<file path="config.mk">
export PLATFORM = sky130hd
export DESIGN_NAME = home_event_scheduler_flat
export DESIGN_NICKNAME = d
export VERILOG_FILES = /design/src/rtl/home_event_scheduler_pkg.sv /design/src/rtl/home_event_scheduler_if.sv /design/src/rtl/home_event_scheduler_debounce.sv /design/src/rtl/home_event_scheduler.sv /design/src/flat_wrapper.sv
export SDC_FILE = /design/constraint.sdc
export NUM_CORES = 1
export LEC_CHECK = 0
export CORE_MARGIN = 3
export CORE_UTILIZATION = 45
export DETAILED_ROUTE_END_ITERATION = 10
export PLACE_DENSITY = 0.67
export SLEW_MARGIN = 10
export SYNTH_ARGS = -nofsm -noshare
export SYNTH_HDL_FRONTEND = slang
export SYNTH_HIERARCHICAL = 1
export SYNTH_SLANG_ARGS = --single-unit
</file>
<file path="constraint.sdc">
create_clock -name clk -period 5.8 [get_ports clk]
set_input_delay 1.16 -clock clk [delete_from_list [all_inputs] [get_ports clk]]
set_output_delay 1.16 -clock clk [all_outputs]
set_load 0.02 [all_outputs]
</file>
<file path="src/rtl/home_event_scheduler_pkg.sv">
`default_nettype none
// ------------------------------------------------------------------
// home_pkg : event codes, scheduler state and round-robin helpers
// Rev 1.0
// ------------------------------------------------------------------
package home_pkg;

  localparam logic [2:0] EVT_NONE = 3'b000;
  localparam logic [2:0] EVT_FD   = 3'b001;
  localparam logic [2:0] EVT_RD   = 3'b010;
  localparam logic [2:0] EVT_FIRE = 3'b011;
  localparam logic [2:0] EVT_WIN  = 3'b100;
  localparam logic [2:0] EVT_HEAT = 3'b101;
  localparam logic [2:0] EVT_COOL = 3'b110;

  localparam int RR_N = 5;

  typedef enum logic [1:0] {
    IDLE  = 2'd0,
    OFFER = 2'd1,
    HOLD  = 2'd2
  } state_t;

  // Round-robin slot order: FD, RD, WIN, HEAT, COOL
  function automatic logic [2:0] rr_code(input logic [2:0] idx);
    logic [2:0] code;
    code = EVT_NONE;
    case (idx)
      3'd0:    code = EVT_FD;
      3'd1:    code = EVT_RD;
      3'd2:    code = EVT_WIN;
      3'd3:    code = EVT_HEAT;
      3'd4:    code = EVT_COOL;
      default: code = EVT_NONE;
    endcase
    return code;
  endfunction

  // Returns {found, slot}; scanning farthest-first so the nearest request wins
  function automatic logic [3:0] rr_pick(input logic [4:0] req, input logic [2:0] ptr);
    logic [3:0] res;
    int         k;
    res = 4'b0000;
    for (int i = RR_N - 1; i >= 0; i--) begin
      k = (int'(ptr) + i) % RR_N;
      if (req[k]) res = {1'b1, 3'(k)};
    end
    return res;
  endfunction

endpackage
`default_nettype wire

</file>
<file path="src/rtl/home_event_scheduler_if.sv">
`default_nettype none
// ------------------------------------------------------------------
// home_event_scheduler_if : event valid/ready channel to the controller
// Rev 1.0
// ------------------------------------------------------------------
interface home_event_scheduler_if;

  logic       evt_valid;
  logic [2:0] evt_code;
  logic       evt_ready;

  modport master (output evt_valid, output evt_code, input evt_ready);
  modport slave  (input evt_valid, input evt_code, output evt_ready);

endinterface
`default_nettype wire

</file>
<file path="src/rtl/home_event_scheduler_debounce.sv">
`default_nettype none
// ------------------------------------------------------------------
// sensor_debounce : flips after DEB_CYCLES consecutive mismatches
// Rev 1.0
// ------------------------------------------------------------------
module sensor_debounce #(
  parameter int DEB_CYCLES = 4
) (
  input  logic clk,
  input  logic rst,
  input  logic raw,
  output logic rise
);

  localparam int            CW        = $clog2(DEB_CYCLES) + 1;
  localparam logic [CW-1:0] C_CNT_MAX = CW'(DEB_CYCLES - 1);

  logic [CW-1:0] r_cnt;
  logic          r_deb;
  logic          w_flip;

  assign w_flip = (raw != r_deb) && (r_cnt == C_CNT_MAX);
  assign rise   = w_flip & raw;

  always_ff @(posedge clk) begin
    if (rst) begin
      r_deb <= 1'b0;
      r_cnt <= '0;
    end else if (raw == r_deb) begin
      r_cnt <= '0;
    end else if (w_flip) begin
      r_deb <= raw;
      r_cnt <= '0;
    end else begin
      r_cnt <= r_cnt + 1'b1;
    end
  end

endmodule
`default_nettype wire

</file>
<file path="src/rtl/home_event_scheduler.sv">
`default_nettype none
// ------------------------------------------------------------------
// home_event_scheduler : debounced sensor events, FIRE-first RR issue
// Rev 1.0
// ------------------------------------------------------------------
module home_event_scheduler
  import home_pkg::*;
#(
  parameter int         DEB_CYCLES  = 4,
  parameter int         HOLD_CYCLES = 8,
  parameter logic [6:0] T_LOW       = 7'd50,
  parameter logic [6:0] T_HIGH      = 7'd70
) (
  input  logic                   clk,
  input  logic                   rst,
  input  logic                   sfd,
  input  logic                   srd,
  input  logic                   sw,
  input  logic                   sfa,
  input  logic [6:0]             st,
  home_event_scheduler_if.master evt,
  output logic [5:0]             pend,
  output logic                   busy
);

  localparam int            HW         = $clog2(HOLD_CYCLES) + 1;
  localparam logic [HW-1:0] C_HOLD_MAX = HW'(HOLD_CYCLES - 1);

  logic [3:0]    w_raw;
  logic [3:0]    w_rise;
  logic [3:0]    w_clr;
  logic [3:0]    r_pend_lat;
  logic          r_heat_lvl;
  logic          r_cool_lvl;
  logic          r_heat_mask;
  logic          r_cool_mask;
  logic [5:0]    w_pend;
  logic [4:0]    w_rr_req;
  logic [3:0]    w_pick;
  state_t        r_state;
  state_t        w_state_nxt;
  logic [2:0]    r_code;
  logic [2:0]    w_code_nxt;
  logic [2:0]    r_gidx;
  logic [2:0]    w_gidx_nxt;
  logic [2:0]    r_ptr;
  logic [HW-1:0] r_hold_cnt;
  logic [HW-1:0] w_hold_nxt;
  logic          w_offer;
  logic          w_accept;

  // Latched sources in pend-bit order: FD, RD, FIRE, WIN
  assign w_raw = {sw, sfa, srd, sfd};

  generate
    for (genvar g = 0; g < 4; g++) begin : g_deb
      sensor_debounce #(.DEB_CYCLES(DEB_CYCLES)) u_deb (
        .clk  (clk),
        .rst  (rst),
        .raw  (w_raw[g]),
        .rise (w_rise[g])
      );
    end
  endgenerate

  assign w_pend   = {r_cool_lvl & ~r_cool_mask, r_heat_lvl & ~r_heat_mask, r_pend_lat};
  assign w_rr_req = {w_pend[5], w_pend[4], w_pend[3], w_pend[1], w_pend[0]};
  assign w_pick   = rr_pick(w_rr_req, r_ptr);
  assign w_offer  = (r_state == OFFER);
  assign w_accept = w_offer & evt.evt_ready;

  always_comb begin
    w_clr = 4'b0000;
    if (w_accept) begin
      case (r_code)
        EVT_FD:   w_clr[0] = 1'b1;
        EVT_RD:   w_clr[1] = 1'b1;
        EVT_FIRE: w_clr[2] = 1'b1;
        EVT_WIN:  w_clr[3] = 1'b1;
        default:  w_clr    = 4'b0000;
      endcase
    end
  end

  always_ff @(posedge clk) begin
    if (rst) begin
      r_pend_lat  <= 4'b0000;
      r_heat_lvl  <= 1'b0;
      r_cool_lvl  <= 1'b0;
      r_heat_mask <= 1'b0;
      r_cool_mask <= 1'b0;
    end else begin
      r_pend_lat <= (r_pend_lat & ~w_clr) | w_rise;
      r_heat_lvl <= (st < T_LOW);
      r_cool_lvl <= (st > T_HIGH);
      // A served climate request stays quiet until its level has fallen once
      if (w_accept && (r_code == EVT_HEAT)) r_heat_mask <= 1'b1;
      else if (!r_heat_lvl)                 r_heat_mask <= 1'b0;
      if (w_accept && (r_code == EVT_COOL)) r_cool_mask <= 1'b1;
      else if (!r_cool_lvl)                 r_cool_mask <= 1'b0;
    end
  end

  always_ff @(posedge clk) begin
    if (rst) begin
      r_state    <= IDLE;
      r_code     <= EVT_NONE;
      r_gidx     <= 3'd0;
      r_ptr      <= 3'd0;
      r_hold_cnt <= '0;
    end else begin
      r_state    <= w_state_nxt;
      r_code     <= w_code_nxt;
      r_gidx     <= w_gidx_nxt;
      r_hold_cnt <= w_hold_nxt;
      if (w_accept && (r_code != EVT_FIRE)) begin
        r_ptr <= (r_gidx == 3'd4) ? 3'd0 : r_gidx + 3'd1;
      end
    end
  end

  always_comb begin
    w_state_nxt = r_state;
    w_code_nxt  = r_code;
    w_gidx_nxt  = r_gidx;
    w_hold_nxt  = r_hold_cnt;
    case (r_state)
      IDLE: begin
        w_hold_nxt = '0;
        if (w_pend[2]) begin
          w_state_nxt = OFFER;
          w_code_nxt  = EVT_FIRE;
        end else if (w_pick[3]) begin
          w_state_nxt = OFFER;
          w_code_nxt  = rr_code(w_pick[2:0]);
          w_gidx_nxt  = w_pick[2:0];
        end
      end
      OFFER: begin
        if (w_accept) begin
          w_state_nxt = HOLD;
          w_code_nxt  = EVT_NONE;
          w_hold_nxt  = '0;
        end else if (w_pend[2] && (r_code != EVT_FIRE)) begin
          w_code_nxt = EVT_FIRE;
        end else if (((r_code == EVT_HEAT) && !r_heat_lvl) ||
                     ((r_code == EVT_COOL) && !r_cool_lvl)) begin
          w_state_nxt = IDLE;
          w_code_nxt  = EVT_NONE;
        end
      end
      HOLD: begin
        if (w_pend[2]) begin
          w_state_nxt = OFFER;
          w_code_nxt  = EVT_FIRE;
        end else if (r_hold_cnt == C_HOLD_MAX) begin
          w_state_nxt = IDLE;
        end else begin
          w_hold_nxt = r_hold_cnt + 1'b1;
        end
      end
      default: begin
        w_state_nxt = IDLE;
        w_code_nxt  = EVT_NONE;
      end
    endcase
  end

  assign evt.evt_valid = w_offer;
  assign evt.evt_code  = r_code;
  assign pend          = w_pend;
  assign busy          = (r_state != IDLE);

endmodule
`default_nettype wire

</file>
<file path="src/flat_wrapper.sv">
// flat-port wrapper written by rule: the top's interface ports become plain ports
module home_event_scheduler_flat import home_pkg::*;
#(
  parameter int         DEB_CYCLES  = 4,
  parameter int         HOLD_CYCLES = 8,
  parameter logic [6:0] T_LOW       = 7'd50,
  parameter logic [6:0] T_HIGH      = 7'd70
)
  (clk, rst, sfd, srd, sw, sfa, st, pend, busy, evt_evt_valid, evt_evt_code, evt_evt_ready);
  home_event_scheduler_if evt_i ();
  input  logic clk;
  input  logic rst;
  input  logic sfd;
  input  logic srd;
  input  logic sw;
  input  logic sfa;
  input  logic [6:0] st;
  output logic [5:0] pend;
  output logic busy;
  output wire logic [$bits(evt_i.evt_valid)-1:0] evt_evt_valid;
  output wire logic [$bits(evt_i.evt_code)-1:0] evt_evt_code;
  input wire logic [$bits(evt_i.evt_ready)-1:0] evt_evt_ready;
  assign evt_evt_valid = evt_i.evt_valid;
  assign evt_evt_code = evt_i.evt_code;
  assign evt_i.evt_ready = evt_evt_ready;
  home_event_scheduler #(.DEB_CYCLES(DEB_CYCLES), .HOLD_CYCLES(HOLD_CYCLES), .T_LOW(T_LOW), .T_HIGH(T_HIGH)) u_core (.clk(clk), .rst(rst), .sfd(sfd), .srd(srd), .sw(sw), .sfa(sfa), .st(st), .evt(evt_i), .pend(pend), .busy(busy));
endmodule
</file>
==> results of run 1 <==
-- worst max-delay path, cell delays in order, from the launching register on --
cell and delay (ps):
dfxtp_1 790, inv_1 220, ha_1 450, o21ai_0 410, nand2_1 140, xnor2_1 220, ha_1 200, inv_1 90
o221ai_2 260, nand2_1 160, a311oi_1 350, mux2i_1 160, a21oi_1 230, nand2_1 160, o41ai_2 550, mux2i_1 240
o22ai_1 100
-- cells in the mapped netlist, types with 4 or more instances --
cell	number
nand2_1	44
nor2_1	41
dfxtp_1	39
a21oi_1	31
ha_1	31
inv_1	25
nand2b_1	15
o21ai_0	14
mux2i_1	12
a211oi_1	11
nor4_1	10
xnor2_1	10
nor3_1	9
nand3_1	7
and3_1	6
o211ai_1	6
o22ai_1	6
buf_2	5
inv_2	5
nand4_1	5
nand4b_1	5
nor2b_1	5
nor4b_2	5
buf_4	4
mux2_2	4
nand3b_1	4
or3_1	4
-- sequential cells by signal, summed over array words and instances (netlist names), 2 cells and up --
| register | flops |
|---|---|
| u_core/r_ptr | 3 |
| u_core/r_state | 2 |
| u_core/g_deb.u_deb/r_deb | 4 |
| u_core/r_hold_cnt | 4 |
| u_core/g_deb.u_deb/r_cnt | 12 |
| u_core/evt.evt_code | 3 |
| u_core/r_gidx | 3 |
| u_core/r_pend_lat | 4 |
-- kinds of logic (layout without fill, tap and decap cells) --
logic type                 count (synthesis)  in the layout
and+or+nand+nor                          172            172
AOI/OAI and AO/OA                        121            121
buffers and inverters                     43             65
DFF                                       39             39
adders and majority gates                 31             31
muxes                                     16             16
xor gates and xnor gates                  15             15
-- final cells by class --
class                           count  area (µm²)
Fill cell                         721        3460
Multi-Input combinational cell    355        2510
Sequential cell                    39         781
Timing Repair Buffer               27         263
Tap cell                           99         124
Inverter                           30         113
Clock buffer                        5        68.8
Clock inverter                      3        46.3
-- worst paths after layout --
path / from / end / slack, ps / cells after the start
hold reg to reg: u_core/g_deb[3].u_deb/r_cnt[0]$_SDFF_PP0_ / u_core/g_deb[3].u_deb/r_cnt[0]$_SDFF_PP0_ / 430 / 1
hold / removal: u_core/g_deb[3].u_deb/r_cnt[0]$_SDFF_PP0_ / u_core/g_deb[3].u_deb/r_cnt[0]$_SDFF_PP0_ / 430 / 1
setup / recovery: u_core/r_ptr[2]$_SDFFE_PP0P_ / u_core/evt.evt_code[0]$_SDFFE_PP0P_ / 910 / 16
setup reg to reg: u_core/r_ptr[2]$_SDFFE_PP0P_ / u_core/evt.evt_code[0]$_SDFFE_PP0P_ / 910 / 16
-- per-layer routing --
metal  wire, µm  global-route usage, %
met5          0                      0
met4         50                   4.81
met3        317                   3.29
met2       3930                   31.8
met1       4080                   26.5
-- per-stage QoR --
| stage | area (µm²) | setup WS (ps) | hold WS [ps] | std cells |
|---|---|---|---|---|
| 3_3_place_gp | 3790 | 1030 | 418 | 550 |
| 2_1_floorplan | 3470 | 1780 | 404 | 437 |
| 5_1_grt | 3910 | 531 | 463 | 558 |
| 4_1_cts | 3910 | 946 | 440 | 558 |
| 3_5_place_dp | 3790 | 995 | 428 | 550 |
| 6_report | 3910 | 913 | 434 | 558 |
-- power breakdown --
group          internal (mW)  total [mW]  switching (mW)
Clock                  0.130       0.231           0.102
Sequential             0.295       0.335          0.0405
Combinational          0.266       0.640           0.373
==> metrics.md, run 1 <==
| Metric | Value |
|---|---|
| Status | `completed` |
| CTS tree | `yes` |
| DP Wirelength | `6.31 mm` |
| CTS Sinks | `39` |
| Avg Cell Area, Syn | `7.95 µm²` |
| Async SR Flop Fraction | `0%` |
| Final Skew | `11.1 ps` |
| Fin crit period | `4890 ps` |
| Die area | `0.00881 mm²` |
| WL per Instance | `15.0 µm` |
| N_diodes | `0` |
| Area grow syn2layout | `12.4%` |
| I/O pins | `25` |
| Initial core utilization | `47.1%` |
| Synthesized flop and latch total | `39` |
| Most common cell after layout, fill and taps aside | `nand2_1` |
| CTS resizes | `0` |
| Post-route DRC | `0` |
| RePlAce Congestion | `0.904` |
| First DRT Iteration DRCs | `175` |
| All-Layer GR Usage | `19.4%` |
| Core area | `0.00737 mm²` |
| Slew HR | `51.8%` |
| Largest net degree at the start of global routing | `39` |
| Period utilization | `84.3%` |
| Routed Antenna Nets | `0` |
| Clock tree buffer depth | `2` |
| Share of the synthesized area in the top cell type | `22.5%` |
| Tot Pwr | `1.21 mW` |
| Synthesized cell area | `0.00347 mm²` |
| Simple logic cell fraction of the synthesized area | `26.8%` |
| Port bufs | `24` |
| Die H | `93.9 µm` |
| Crit path kind | `reg2reg` |
| Root Buffer | `clkbuf_8` |
| Post-DR vias/cell | `5.95` |
| First-pass GRT wire length | `14.1 mm` |
| Final wirelength | `8.38 mm` |
| Share of cells above drive strength 1 | `8.93%` |
| GR Overflow Total | `0` |
| Lkg Pwr | `1.45 nW` |
| Row Count | `31` |
| Syn nets | `482` |
| Post-synthesis mux area share | `4.75%` |
| Via count | `3318` |
| Die X | `93.9 µm` |
| Data arrival, critical path | `5040 ps` |
| Slew Limit Fails | `0` |
| Combinational family with the most area after synthesis | `simple AND/OR/NAND/NOR gates` |
| Top cells by area in the synthesized netlist | `dfxtp_1 22%, ha_1 11%, nand2_1 4.8%` |
| Worst-Skew Late Latency | `290 ps` |
| Crit path required time | `5950 ps` |
| Register area share after synthesis | `22.5%` |
| # Post-CTS Setup Buffers | `0` |
| VDD IR max | `200 µV` |
| Vias in the first global route | `3044` |
| Most frequent cells in the layout | `44 x nand2_1, 41 x nor2_1, 39 x dfxtp_1` |
| Highest clock rate | `205 MHz` |
| Hold-fix buffers, CTS | `0` |
| RSZ-0062 raised after global routing | `no` |
| Synth Area in Compound Gates | `25.0%` |
| CTS Buf Count | `5` |
| Synth Warn # | `6` |
| Measured slew at the worst slew-check pin | `722 ps` |
| Netlist cell types | `72` |
| Number of synthesized flops with an enable pin | `0` |
| Post-Synth Adder-Cell Area | `11.2%` |
| Pre-antenna DRT Iters | `5` |
| Setup violators final | `0` |
| Final Core Density | `53.0%` |
| Final nets | `503` |
| Max-Cap Viols | `0` |
| Critical Path Source Type | `register` |
| H-tree Lvls | `2` |
| Clock Pin Slew Worst Setup and Hold Paths | `80 ps` |
| Antenna violations before repair | `0` |
| Crit-path max FO | `14` |
| CP Capture Type | `register` |
| Pwr per Cell Area | `309 mW/mm²` |
| Synth Area in XOR/XNOR | `4.54%` |
| Fin. Hold Viols | `0` |
| Top cell type by total area after synthesis | `dfxtp_1` |
| Ys flop type | `dfxtp_1` |
| Mapped Cells | `437` |
| Hold Crit Class | `reg2reg` |
| Setup TNS | `0 ps` |
No activity file was read; power rests on OpenSTA's default activity.
==> inputs of run 2 (changes only) <==
- PLACE_DENSITY: 0.67 -> 0.69
- clock period: 5.8 -> 4 ns (I/O delays scaled with it)
==> run 2 against run 1 <==
Utilization increased by 3.2 points. Sequential share of layout area shrank 1.1 points. Total power is 54% higher. Largest cell class unchanged.
==> metrics.md, run 2 (synthesis gave the netlist of run 1 again) <==
| Metric | Value |
|---|---|
| Status | `completed` |
| Pre-antenna DRT Iters | `5` |
| Measured slew at the worst slew-check pin | `509 ps` |
| Worst-Skew Late Latency | `290 ps` |
| Final nets | `520` |
| Setup TNS | `0 ps` |
| Tot Pwr | `1.86 mW` |
| Clock Pin Slew Worst Setup and Hold Paths | `80 ps` |
| GR Overflow Total | `0` |
| Die X | `93.9 µm` |
| Max FFs per register | `12` |
| Multi-input gate area | `0.00260 mm²` |
| RePlAce Congestion | `0.970` |
| CTS tree | `yes` |
| Share of cells above drive strength 1 | `15.3%` |
| Port bufs | `24` |
| Die area | `0.00881 mm²` |
| Post-route DRC | `0` |
| Most common cell after layout, fill and taps aside | `nand2_1` |
| Clock tree buffer depth | `2` |
| Fillers | `687` |
| Data arrival, critical path | `4060 ps` |
| R2R cell count | `16` |
| CTS Sinks | `39` |
| All-Layer GR Usage | `20.4%` |
| Setup violators final | `0` |
| Fin crit period | `3850 ps` |
| Routed Antenna Nets | `0` |
| Critical Path Source Type | `register` |
| Hold Crit Depth | `1` |
| Die H | `93.9 µm` |
| Crit-path max FO | `11` |
| Max-Cap Viols | `0` |
| Slew HR | `66.1%` |
| Crit path required time | `4210 ps` |
| Post-DR vias/cell | `5.85` |
| Period utilization | `96.3%` |
| N_diodes | `0` |
| First-pass GRT wire length | `14.6 mm` |
| Top reg by flops | `u_core/g_deb.u_deb/r_cnt` |
| Row Count | `31` |
| Final wirelength | `8.92 mm` |
| Core area | `0.00737 mm²` |
| Pwr per Cell Area | `450 mW/mm²` |
| Most frequent cells in the layout | `43 x nand2_1, 41 x nor2_1, 37 x dfxtp_1` |
| Highest clock rate | `259 MHz` |
| H-tree Lvls | `2` |
| DP Wirelength | `6.96 mm` |
| Hold Crit Class | `reg2reg` |
| WL per Instance | `15.5 µm` |
| Slew Limit Fails | `0` |
| Initial core utilization | `47.1%` |
| Via count | `3366` |
| CP Capture Type | `register` |
| Largest net degree at the start of global routing | `28` |
| Final Core Density | `56.2%` |
| FF/Latch Area | `783 µm²` |
| First DRT Iteration DRCs | `147` |
| RSZ-0062 raised after global routing | `no` |
| Area grow syn2layout | `19.1%` |
| Antenna violations before repair | `0` |
| Final Skew | `9.94 ps` |
| Hold-fix buffers, CTS | `0` |
| VDD IR max | `233 µV` |
| Vias in the first global route | `3100` |
| Crit path kind | `reg2reg` |
| CTS Buf Count | `5` |
| I/O pins | `25` |
| Lkg Pwr | `1.55 nW` |
| Root Buffer | `clkbuf_8` |
| Fin. Hold Viols | `0` |
[run 2: worst max-delay path: stages, from the launching register on]
cell      delay, ps
dfxtp_1         350
buf_4           210
ha_1            230
a21oi_4         250
inv_2           110
nor2_1          150
nor2_1           90
ha_1            210
nand2b_1        170
a221oi_1        290
nand2_1         190
a221o_1         420
o211a_1         160
nand4_2         140
o41ai_4         120
or4_1           520
o22ai_1         170
[run 2: layer usage]
layer	wire length (µm)	vias to the layer above	global-route usage, %
met1	4320	1563	28.3
met3	384	19	3.37
met5	0	-	0
met2	4030	86	32.2
met4	186	0	6.50
li1	-	1698	-
[run 2: path summary, 6_finish.rpt]
check                                            startpoint                                   endpoint  slack (ps)
setup / recovery               u_core/r_ptr[2]$_SDFFE_PP0P_        u_core/evt.evt_code[0]$_SDFFE_PP0P_         150
hold / removal    u_core/g_deb[1].u_deb/r_cnt[0]$_SDFF_PP0_  u_core/g_deb[1].u_deb/r_cnt[0]$_SDFF_PP0_         430
setup reg to reg               u_core/r_ptr[2]$_SDFFE_PP0P_        u_core/evt.evt_code[0]$_SDFFE_PP0P_         150
hold reg to reg   u_core/g_deb[1].u_deb/r_cnt[0]$_SDFF_PP0_  u_core/g_deb[1].u_deb/r_cnt[0]$_SDFF_PP0_         430
[run 2: power by group]
group          internal [mW]  switching [mW]
logic                  0.448           0.584
registers              0.428          0.0535
clock network          0.205           0.145
[run 2: final cells by class]
type | instances | share of cell area (%)
sequential | 39 | 18.9
clock inverter | 2 | 0.937
tap | 99 | 2.99
multi-input combinational | 355 | 62.9
timing repair buffer | 44 | 9.43
inverter | 30 | 2.84
clock buffer | 6 | 2.00
[run 2: repair_timing]
item / 4_1_cts / 5_1_grt
buffers inserted: 0 / 2
endpoints found under the setup margin: 0 / 6
gates resized for setup: 0 / 23
[run 2: metrics by stage]
step	cell area (µm²)	worst slack [ps]	instances	hold slack (ps)
after detailed placement	3910	42.0	565	425
final	4140	146	575	433
after global placement	3910	180	565	414
after floorplan	3480	63.3	437	404
after global routing	4140	1.49	575	464
after CTS	4030	6.61	573	437
